[src/rtl/store_narrower_pkg.sv]
// Shared definitions for the store narrowing path: size codes, FSM states
// and the alignment rule used when a store is accepted.
package store_narrower_pkg;

    localparam logic [1:0] SZ_BYTE = 2'b00;
    localparam logic [1:0] SZ_HALF = 2'b01;
    localparam logic [1:0] SZ_WORD = 2'b10;
    localparam logic [1:0] SZ_ILL  = 2'b11;

    typedef enum logic [1:0] {
        IDLE  = 2'b00,
        WR_LO = 2'b01,
        WR_HI = 2'b10,
        RESP  = 2'b11
    } state_t;

    // True when the store cannot be performed: illegal size or misaligned address.
    function automatic logic store_rejected(input logic [1:0] size, input logic [1:0] addr_lo);
        logic bad;
        case (size)
            SZ_BYTE: bad = 1'b0;
            SZ_HALF: bad = addr_lo[0];
            SZ_WORD: bad = (addr_lo != 2'b00);
            default: bad = 1'b1;
        endcase
        return bad;
    endfunction

endpackage

[src/rtl/store_narrower_if.sv]
// Request and memory-port bundle of the store narrower.
// Handshake: a request transfers on a rising edge where req_valid && req_ready;
// a memory write transfers on a rising edge where mem_we && mem_ack.
interface store_narrower_if #(
    parameter int ADDR_W = 16
);
    logic              req_valid;
    logic              req_ready;
    logic [ADDR_W-1:0] req_addr;
    logic [31:0]       req_data;
    logic [1:0]        req_size;
    logic              mem_we;
    logic [ADDR_W-2:0] mem_addr;
    logic [15:0]       mem_wdata;
    logic [1:0]        mem_be;
    logic              mem_ack;
    logic              done;
    logic              ovf;
    logic              err;

    modport master (
        output req_valid, req_addr, req_data, req_size, mem_ack,
        input  req_ready, mem_we, mem_addr, mem_wdata, mem_be, done, ovf, err
    );

    modport slave (
        input  req_valid, req_addr, req_data, req_size, mem_ack,
        output req_ready, mem_we, mem_addr, mem_wdata, mem_be, done, ovf, err
    );
endinterface

[src/rtl/store_narrower_narrow_fit_check.sv]
// Combinational check that a 32-bit value survives narrowing to the given
// store size, i.e. sign-extending the stored field reproduces the word.
module narrow_fit_check
    import store_narrower_pkg::*;
(
    input  logic [31:0] data,
    input  logic [1:0]  size,
    output logic        fits
);
    always_comb begin
        fits = 1'b1;
        case (size)
            SZ_BYTE: fits = (data[31:7] == {25{data[7]}});
            SZ_HALF: fits = (data[31:15] == {17{data[15]}});
            default: fits = 1'b1;
        endcase
    end
endmodule

[src/rtl/store_narrower.sv]
// Store narrowing unit: steers a 32-bit register value onto a 16-bit memory
// port as one or two byte-enabled writes and reports narrowing overflow.
module store_narrower
    import store_narrower_pkg::*;
#(
    parameter int ADDR_W = 16
) (
    input  logic                clk,
    input  logic                rst,
    store_narrower_if.slave     bus,
    output state_t              state_dbg
);
    state_t            state;
    state_t            state_n;
    logic [ADDR_W-1:0] addr_q;
    logic [31:0]       data_q;
    logic [1:0]        size_q;
    logic              ovf_q;
    logic              err_q;

    logic              accept;
    logic              rejected;
    logic              fits;
    logic [ADDR_W-2:0] lo_addr;
    logic [ADDR_W-2:0] hi_addr;

    logic              mem_we;
    logic [ADDR_W-2:0] mem_addr;
    logic [15:0]       mem_wdata;
    logic [1:0]        mem_be;
    logic              done;
    logic              ovf;
    logic              err;

    localparam logic [ADDR_W-2:0] HALF_STEP = {{(ADDR_W-2){1'b0}}, 1'b1};

    narrow_fit_check u_fit (
        .data (bus.req_data),
        .size (bus.req_size),
        .fits (fits)
    );

    // Ready drops with rst so nothing is accepted on the release edge race.
    assign bus.req_ready = (state == IDLE) && !rst;
    assign accept        = bus.req_valid && bus.req_ready;
    assign rejected      = store_rejected(bus.req_size, bus.req_addr[1:0]);
    assign lo_addr       = addr_q[ADDR_W-1:1];
    assign hi_addr       = lo_addr + HALF_STEP;

    always_ff @(posedge clk or posedge rst) begin
        if (rst) begin
            state  <= IDLE;
            addr_q <= '0;
            data_q <= '0;
            size_q <= SZ_BYTE;
            ovf_q  <= 1'b0;
            err_q  <= 1'b0;
        end else begin
            state <= state_n;
            if (accept) begin
                addr_q <= bus.req_addr;
                data_q <= bus.req_data;
                size_q <= bus.req_size;
                err_q  <= rejected;
                ovf_q  <= !fits && !rejected;
            end
        end
    end

    // Memory outputs decode straight from the state register, so an async
    // reset drops mem_we immediately and idle cycles drive zeros.
    always_comb begin
        state_n   = state;
        mem_we    = 1'b0;
        mem_addr  = '0;
        mem_wdata = '0;
        mem_be    = 2'b00;
        done      = 1'b0;
        ovf       = 1'b0;
        err       = 1'b0;
        case (state)
            IDLE: begin
                if (accept) state_n = rejected ? RESP : WR_LO;
            end
            WR_LO: begin
                mem_we   = 1'b1;
                mem_addr = lo_addr;
                if (size_q == SZ_BYTE) begin
                    mem_wdata = {data_q[7:0], data_q[7:0]};
                    mem_be    = addr_q[0] ? 2'b10 : 2'b01;
                end else begin
                    mem_wdata = data_q[15:0];
                    mem_be    = 2'b11;
                end
                if (bus.mem_ack) state_n = (size_q == SZ_WORD) ? WR_HI : RESP;
            end
            WR_HI: begin
                mem_we    = 1'b1;
                mem_addr  = hi_addr;
                mem_wdata = data_q[31:16];
                mem_be    = 2'b11;
                if (bus.mem_ack) state_n = RESP;
            end
            RESP: begin
                done    = 1'b1;
                ovf     = ovf_q;
                err     = err_q;
                state_n = IDLE;
            end
            default: state_n = IDLE;
        endcase
    end

    assign bus.mem_we    = mem_we;
    assign bus.mem_addr  = mem_addr;
    assign bus.mem_wdata = mem_wdata;
    assign bus.mem_be    = mem_be;
    assign bus.done      = done;
    assign bus.ovf       = ovf;
    assign bus.err       = err;
    assign state_dbg     = state;

endmodule

[src/flat_wrapper.sv]
// flat-port wrapper written by rule: the top's interface ports become plain ports
module store_narrower_flat import store_narrower_pkg::*;
#(
    parameter int ADDR_W = 16
)
  (clk, rst, state_dbg, bus_req_valid, bus_req_addr, bus_req_data, bus_req_size, bus_mem_ack, bus_req_ready, bus_mem_we, bus_mem_addr, bus_mem_wdata, bus_mem_be, bus_done, bus_ovf, bus_err);
  store_narrower_if #(.ADDR_W(ADDR_W)) bus_i ();
  input  logic clk;
  input  logic rst;
  output state_t state_dbg;
  input wire logic [$bits(bus_i.req_valid)-1:0] bus_req_valid;
  input wire logic [$bits(bus_i.req_addr)-1:0] bus_req_addr;
  input wire logic [$bits(bus_i.req_data)-1:0] bus_req_data;
  input wire logic [$bits(bus_i.req_size)-1:0] bus_req_size;
  input wire logic [$bits(bus_i.mem_ack)-1:0] bus_mem_ack;
  output wire logic [$bits(bus_i.req_ready)-1:0] bus_req_ready;
  output wire logic [$bits(bus_i.mem_we)-1:0] bus_mem_we;
  output wire logic [$bits(bus_i.mem_addr)-1:0] bus_mem_addr;
  output wire logic [$bits(bus_i.mem_wdata)-1:0] bus_mem_wdata;
  output wire logic [$bits(bus_i.mem_be)-1:0] bus_mem_be;
  output wire logic [$bits(bus_i.done)-1:0] bus_done;
  output wire logic [$bits(bus_i.ovf)-1:0] bus_ovf;
  output wire logic [$bits(bus_i.err)-1:0] bus_err;
  assign bus_i.req_valid = bus_req_valid;
  assign bus_i.req_addr = bus_req_addr;
  assign bus_i.req_data = bus_req_data;
  assign bus_i.req_size = bus_req_size;
  assign bus_i.mem_ack = bus_mem_ack;
  assign bus_req_ready = bus_i.req_ready;
  assign bus_mem_we = bus_i.mem_we;
  assign bus_mem_addr = bus_i.mem_addr;
  assign bus_mem_wdata = bus_i.mem_wdata;
  assign bus_mem_be = bus_i.mem_be;
  assign bus_done = bus_i.done;
  assign bus_ovf = bus_i.ovf;
  assign bus_err = bus_i.err;
  store_narrower #(.ADDR_W(ADDR_W)) u_core (.clk(clk), .rst(rst), .bus(bus_i), .state_dbg(state_dbg));
endmodule
[config.mk]
export PLATFORM = sky130hd
export DESIGN_NAME = store_narrower_flat
export DESIGN_NICKNAME = d
export VERILOG_FILES = /design/src/rtl/store_narrower_pkg.sv /design/src/rtl/store_narrower_if.sv /design/src/rtl/store_narrower_narrow_fit_check.sv /design/src/rtl/store_narrower.sv /design/src/flat_wrapper.sv
export SDC_FILE = /design/constraint.sdc
export NUM_CORES = 1
export LEC_CHECK = 0
export ABC_AREA = 1
export CAP_MARGIN = 20
export CORE_MARGIN = 5
export CORE_UTILIZATION = 48
export CTS_CLUSTER_SIZE = 14
export DETAILED_ROUTE_END_ITERATION = 16
export GPL_ROUTABILITY_DRIVEN = 0
export GPL_TIMING_DRIVEN = 0
export PLACE_DENSITY = 0.92
export SKIP_CTS_REPAIR_TIMING = 1
export SLEW_MARGIN = 20
export SYNTH_ARGS = -nofsm -noshare
export SYNTH_HDL_FRONTEND = slang
export SYNTH_SLANG_ARGS = --single-unit
[constraint.sdc]
create_clock -name clk -period 5.2 [get_ports clk]
set_clock_uncertainty 0.15 [all_clocks]
set_input_delay 1.04 -clock clk [delete_from_list [all_inputs] [get_ports clk]]
set_output_delay 1.04 -clock clk [all_outputs]
set_load 0.01 [all_outputs]
==> results by stage <==
Outcome:
- The flow ran to the end, and the final reports show no timing, DRC or antenna violations.

Power and ir drop:
- VDD sags by at most 261 uV.
- The design draws 2.33 mW.
- In this run the power density over the cells is 539 nW/um^2.
- The analysis attributes to cell leakage a power of 1.94 nW.

CTS:
- The maximum number of buffers from clock root to sink is 2.
- The clock transition at the register clock pins on the worst setup and hold paths after CTS is 0.10 ns.
- The tree is rooted in a clkbuf_8.
- The clock net in this run drives a total of 54 sinks.
- Counting the buffers created by CTS gives 5.
- The number of levels the H-tree was split into is 2.
- The clock tree from TritonCTS is built.
- The clock latency on the worst-skew pair is 0.32 ns.

Timing:
- For the pin with the worst max-slew slack, the measured transition is 0.678 ns.
- The final critical path time including I/O delays and setup is 4.01 ns.
- The final count of pins violating max slew is 0.
- For this run, the top clock speed supported by timing is 249 MHz.
- Dividing the final minimum period by the clock period gives 0.771.
- Setup repair after global routing left no endpoint under its margin.
- The final total negative setup slack is 0 ns.
- The hold violation total from the final report is 0.
- Measured against its own limit, the worst slew margin works out to 0.547.
- The final setup violation count is 0.

Global routing:
- The first-pass GRT wire length is 17.0 mm.
- Global routing finished with a remaining overflow of 0.
- The number of antenna violations at the first check in global routing was 0.
- The all-layer global routing usage is 0.250.
- The via count of the first global-routing pass is 3633.
- Entering global routing, the biggest net connects 30 pins.

Synthesis:
- Of all flip-flops after synthesis, the portion carrying an async set or reset was 1.00.
- In the synthesized netlist the dominant register cell turns out to be dfrtp_1.
- The number of warnings reported in the yosys synthesis log is 0.
- Sorting the synthesized cells by area gives the leading types as dfrtp_1 (42%), nand2_1 (21%), o21ai_0 (7.2%).
- Synthesis inferred 54 register bits.
- The compound-cell area share of the yosys netlist was 0.161.
- The instance count of the mapped netlist is 463.
- The largest family of logic cells by synthesized area is simple AND/OR/NAND/NOR gates.
- When the netlist entered floorplanning its net count stood at 523.
- Of the total synthesized cell area, the portion taken by XOR and XNOR cells is 0.00274.
- The portion of synthesized area spent on multiplexers is 0.
- The basic-gate share of the synthesized area counting and, or, nand and nor cells is 0.312.
- The number of enable flip-flop cells after synthesis is 0.
- The largest total area in the synthesized netlist belongs to dfrtp_1.
- The part of the Yosys area used for sequential elements is 0.423.
- The netlist uses 33 different library cells.
- The share of the synthesized area in the top cell type is 0.423.
- The fraction of the mapped netlist area in adder cells is 0.0235.
- The netlist area before placement is 3200 um^2.
- The mean area per synthesized cell is 6.90 um^2.

Cells and area:
- For this run, the post-layout net count is 624.
- The fraction of final layout cells sized beyond drive strength 1 is 0.0532.
- From synthesis to final layout, the design area changed by 35.2%.
- The number of antenna repair diodes is 0.

Drt:
- Once detail routing completed, the nets flagged for antenna violations numbered 0.
- The total DRC errors in the routed layout is 0.
- The count of vias placed by the detailed router is 3631.
- Before antenna repair, the detailed router went through 5 iterations.
- After detailed routing, the average wire length per cell comes to 16.1 um.
- In the routed layout, each cell is associated on average with a via count of 5.66.
- After detailed routing, the total wire length is 10.3 mm.
- The first routing iteration left 368 violations.

Die:
- The number of rows created at floorplan is 29.
- The total die area is 8390 um^2.
- 94 I/O pins were placed.
- The height of the chip is 91.6 um.
- The initial core utilization is 0.498.
- From left edge to right edge, the die measures 91.6 um.
- The total area inside the core boundary comes to 6420 um^2.

Setup path:
- The maximum fanout encountered on the critical timing path is 10.
- Grouping stages by cell kind, the critical path spends the most delay in buffers and inverters.
- The stage delay of the slowest cell on the critical path is 0.60 ns.
- The cell at the slowest stage of the critical path is clkdlybuf4s50_1.
- The endpoint class of the critical path is an output port.
- Data on the critical path is required at its endpoint by 4.01 ns.
- Data arrives at the worst endpoint at 2.82 ns.
- The type of the worst setup path is flip-flop to output port.
- The worst setup path is launched from a flip-flop.
- The cell that appears most often on the critical path is inv_1.
- The register-to-register setup slack is 3.14 ns.
- The critical path goes through inv_1 -> ha_1 -> inv_1 -> clkbuf_1 -> a221oi_1 -> clkdlybuf4s50_1.
- The number of buffers and inverters on the critical path is 4.

Place:
- The count of buffers from port buffering is 93.
- The total half-perimeter wirelength after legalization and detailed placement is 7.74 mm.

Worst hold path:
- The tightest min-delay check is of the flip-flop to flip-flop type.

Job:
- The number of max-capacitance violations reported is 0.
==> through the flow <==
| stage | instances | hold WS (ns) | util | cell area, um^2 | setup WS, ns |
|---|---|---|---|---|---|
| 5_1_grt | 641 | 0.349 | 0.673 | 4320 | 1.05 |
| 3_5_place_dp | 634 | 0.307 | 0.661 | 4240 | 1.59 |
| 3_3_place_gp | 633 | 0.300 | 0.658 | 4220 | 0.782 |
| 4_1_cts | 641 | 0.329 | 0.673 | 4320 | 1.24 |
| 6_report | 641 | 0.331 | 0.673 | 4320 | 1.19 |
| 2_1_floorplan | 463 | 0.287 | - | 3200 | 1.92 |
==> logic make-up after synthesis <==
family	Yosys count
compound gates	95
simple gates	243
xor+xnor	1
fa+ha+maj	6
flops	54
buf+inv	64
==> where the power goes <==
group          switching [mW]  total, mW  internal (mW)
Sequential              0.166      0.785          0.619
Clock                   0.139      0.232         0.0934
Combinational           0.770       1.31          0.543
Total                    1.07       2.33           1.26
==> tightest hold or removal path, stage by stage (launching register included) <==
cell	delay, ns
dfrtp_1	0.36
nand2_1	0.05
nand2_1	0.05
==> sequential cells by signal, indices dropped and copies added (netlist names) <==
| signal | cells |
|---|---|
| u_core.ovf_q | 1 |
| u_core.data_q | 32 |
| u_core.state_dbg | 2 |
| u_core.addr_q | 16 |
| u_core.err_q | 1 |
| u_core.size_q | 2 |
==> cells in the final DEF, fill, tap and decap left out, types with 2 or more instances in the layout <==
cell and count:
a211oi_1 2, a21oi_1 35, a221oi_1 2, buf_1 2
buf_2 5, clkbuf_1 14, clkbuf_8 5, clkdlybuf4s50_1 93
dfrtp_1 54, ha_1 6, inv_1 42, inv_2 2
nand2_1 179, nand2_2 6, nand3_1 11, nand3_2 2
nand4_1 4, nor2_1 29, nor2_2 5, nor3_1 3
o21ai_0 46, o22ai_1 2, o31ai_1 2
==> metal layers <==
| metal | GRT usage | vias up | share of wire |
|---|---|---|---|
| met2 | 0.411 | 270 | 0.47 |
| met5 | 0 | - | 0 |
| met4 | 0.101 | 0 | 0.024 |
| met3 | 0.0579 | 41 | 0.12 |
| li1 | - | 1676 | - |
| met1 | 0.318 | 1644 | 0.38 |
==> layout make-up <==
type / instances / area [um^2]
Multi-Input combinational cell: 345 / 1590
Clock buffer: 7 / 76.3
Tap cell: 77 / 96.3
Sequential cell: 54 / 1350
Inverter: 44 / 165
Buffer: 20 / 85.1
Fill cell: 542 / 2100
Timing Repair Buffer: 94 / 951
==> Yosys cell counts (2+ instances only) <==
cell and instances:
inv_1 43, buf_2 5, nand2_1 179, a21oi_1 35, nand3_1 11, o21ai_0 46, nand3_2 2, ha_1 6
nand2_2 6, a211oi_1 2, clkbuf_1 12, o22ai_1 2, nand4_1 4, nor2_1 29, o31ai_1 2, dfrtp_1 54
a221oi_1 2, nor3_1 3, nor2_2 5, buf_1 2
==> path summary, 6_finish.rpt <==
path,startpoint,endpoint,depth (start not counted)
setup / recovery,u_core.state_dbg[0],bus_mem_addr[4],6
hold / removal,u_core.data_q[19],u_core.data_q[19],2
setup reg to reg,u_core.state_dbg[0],u_core.addr_q[14],6
hold reg to reg,u_core.data_q[19],u_core.data_q[19],2
max in group asynchronous,rst,u_core.data_q[21],3
min in group asynchronous,rst,u_core.addr_q[14],2
Note: power is estimated with default switching activity, not from simulation.
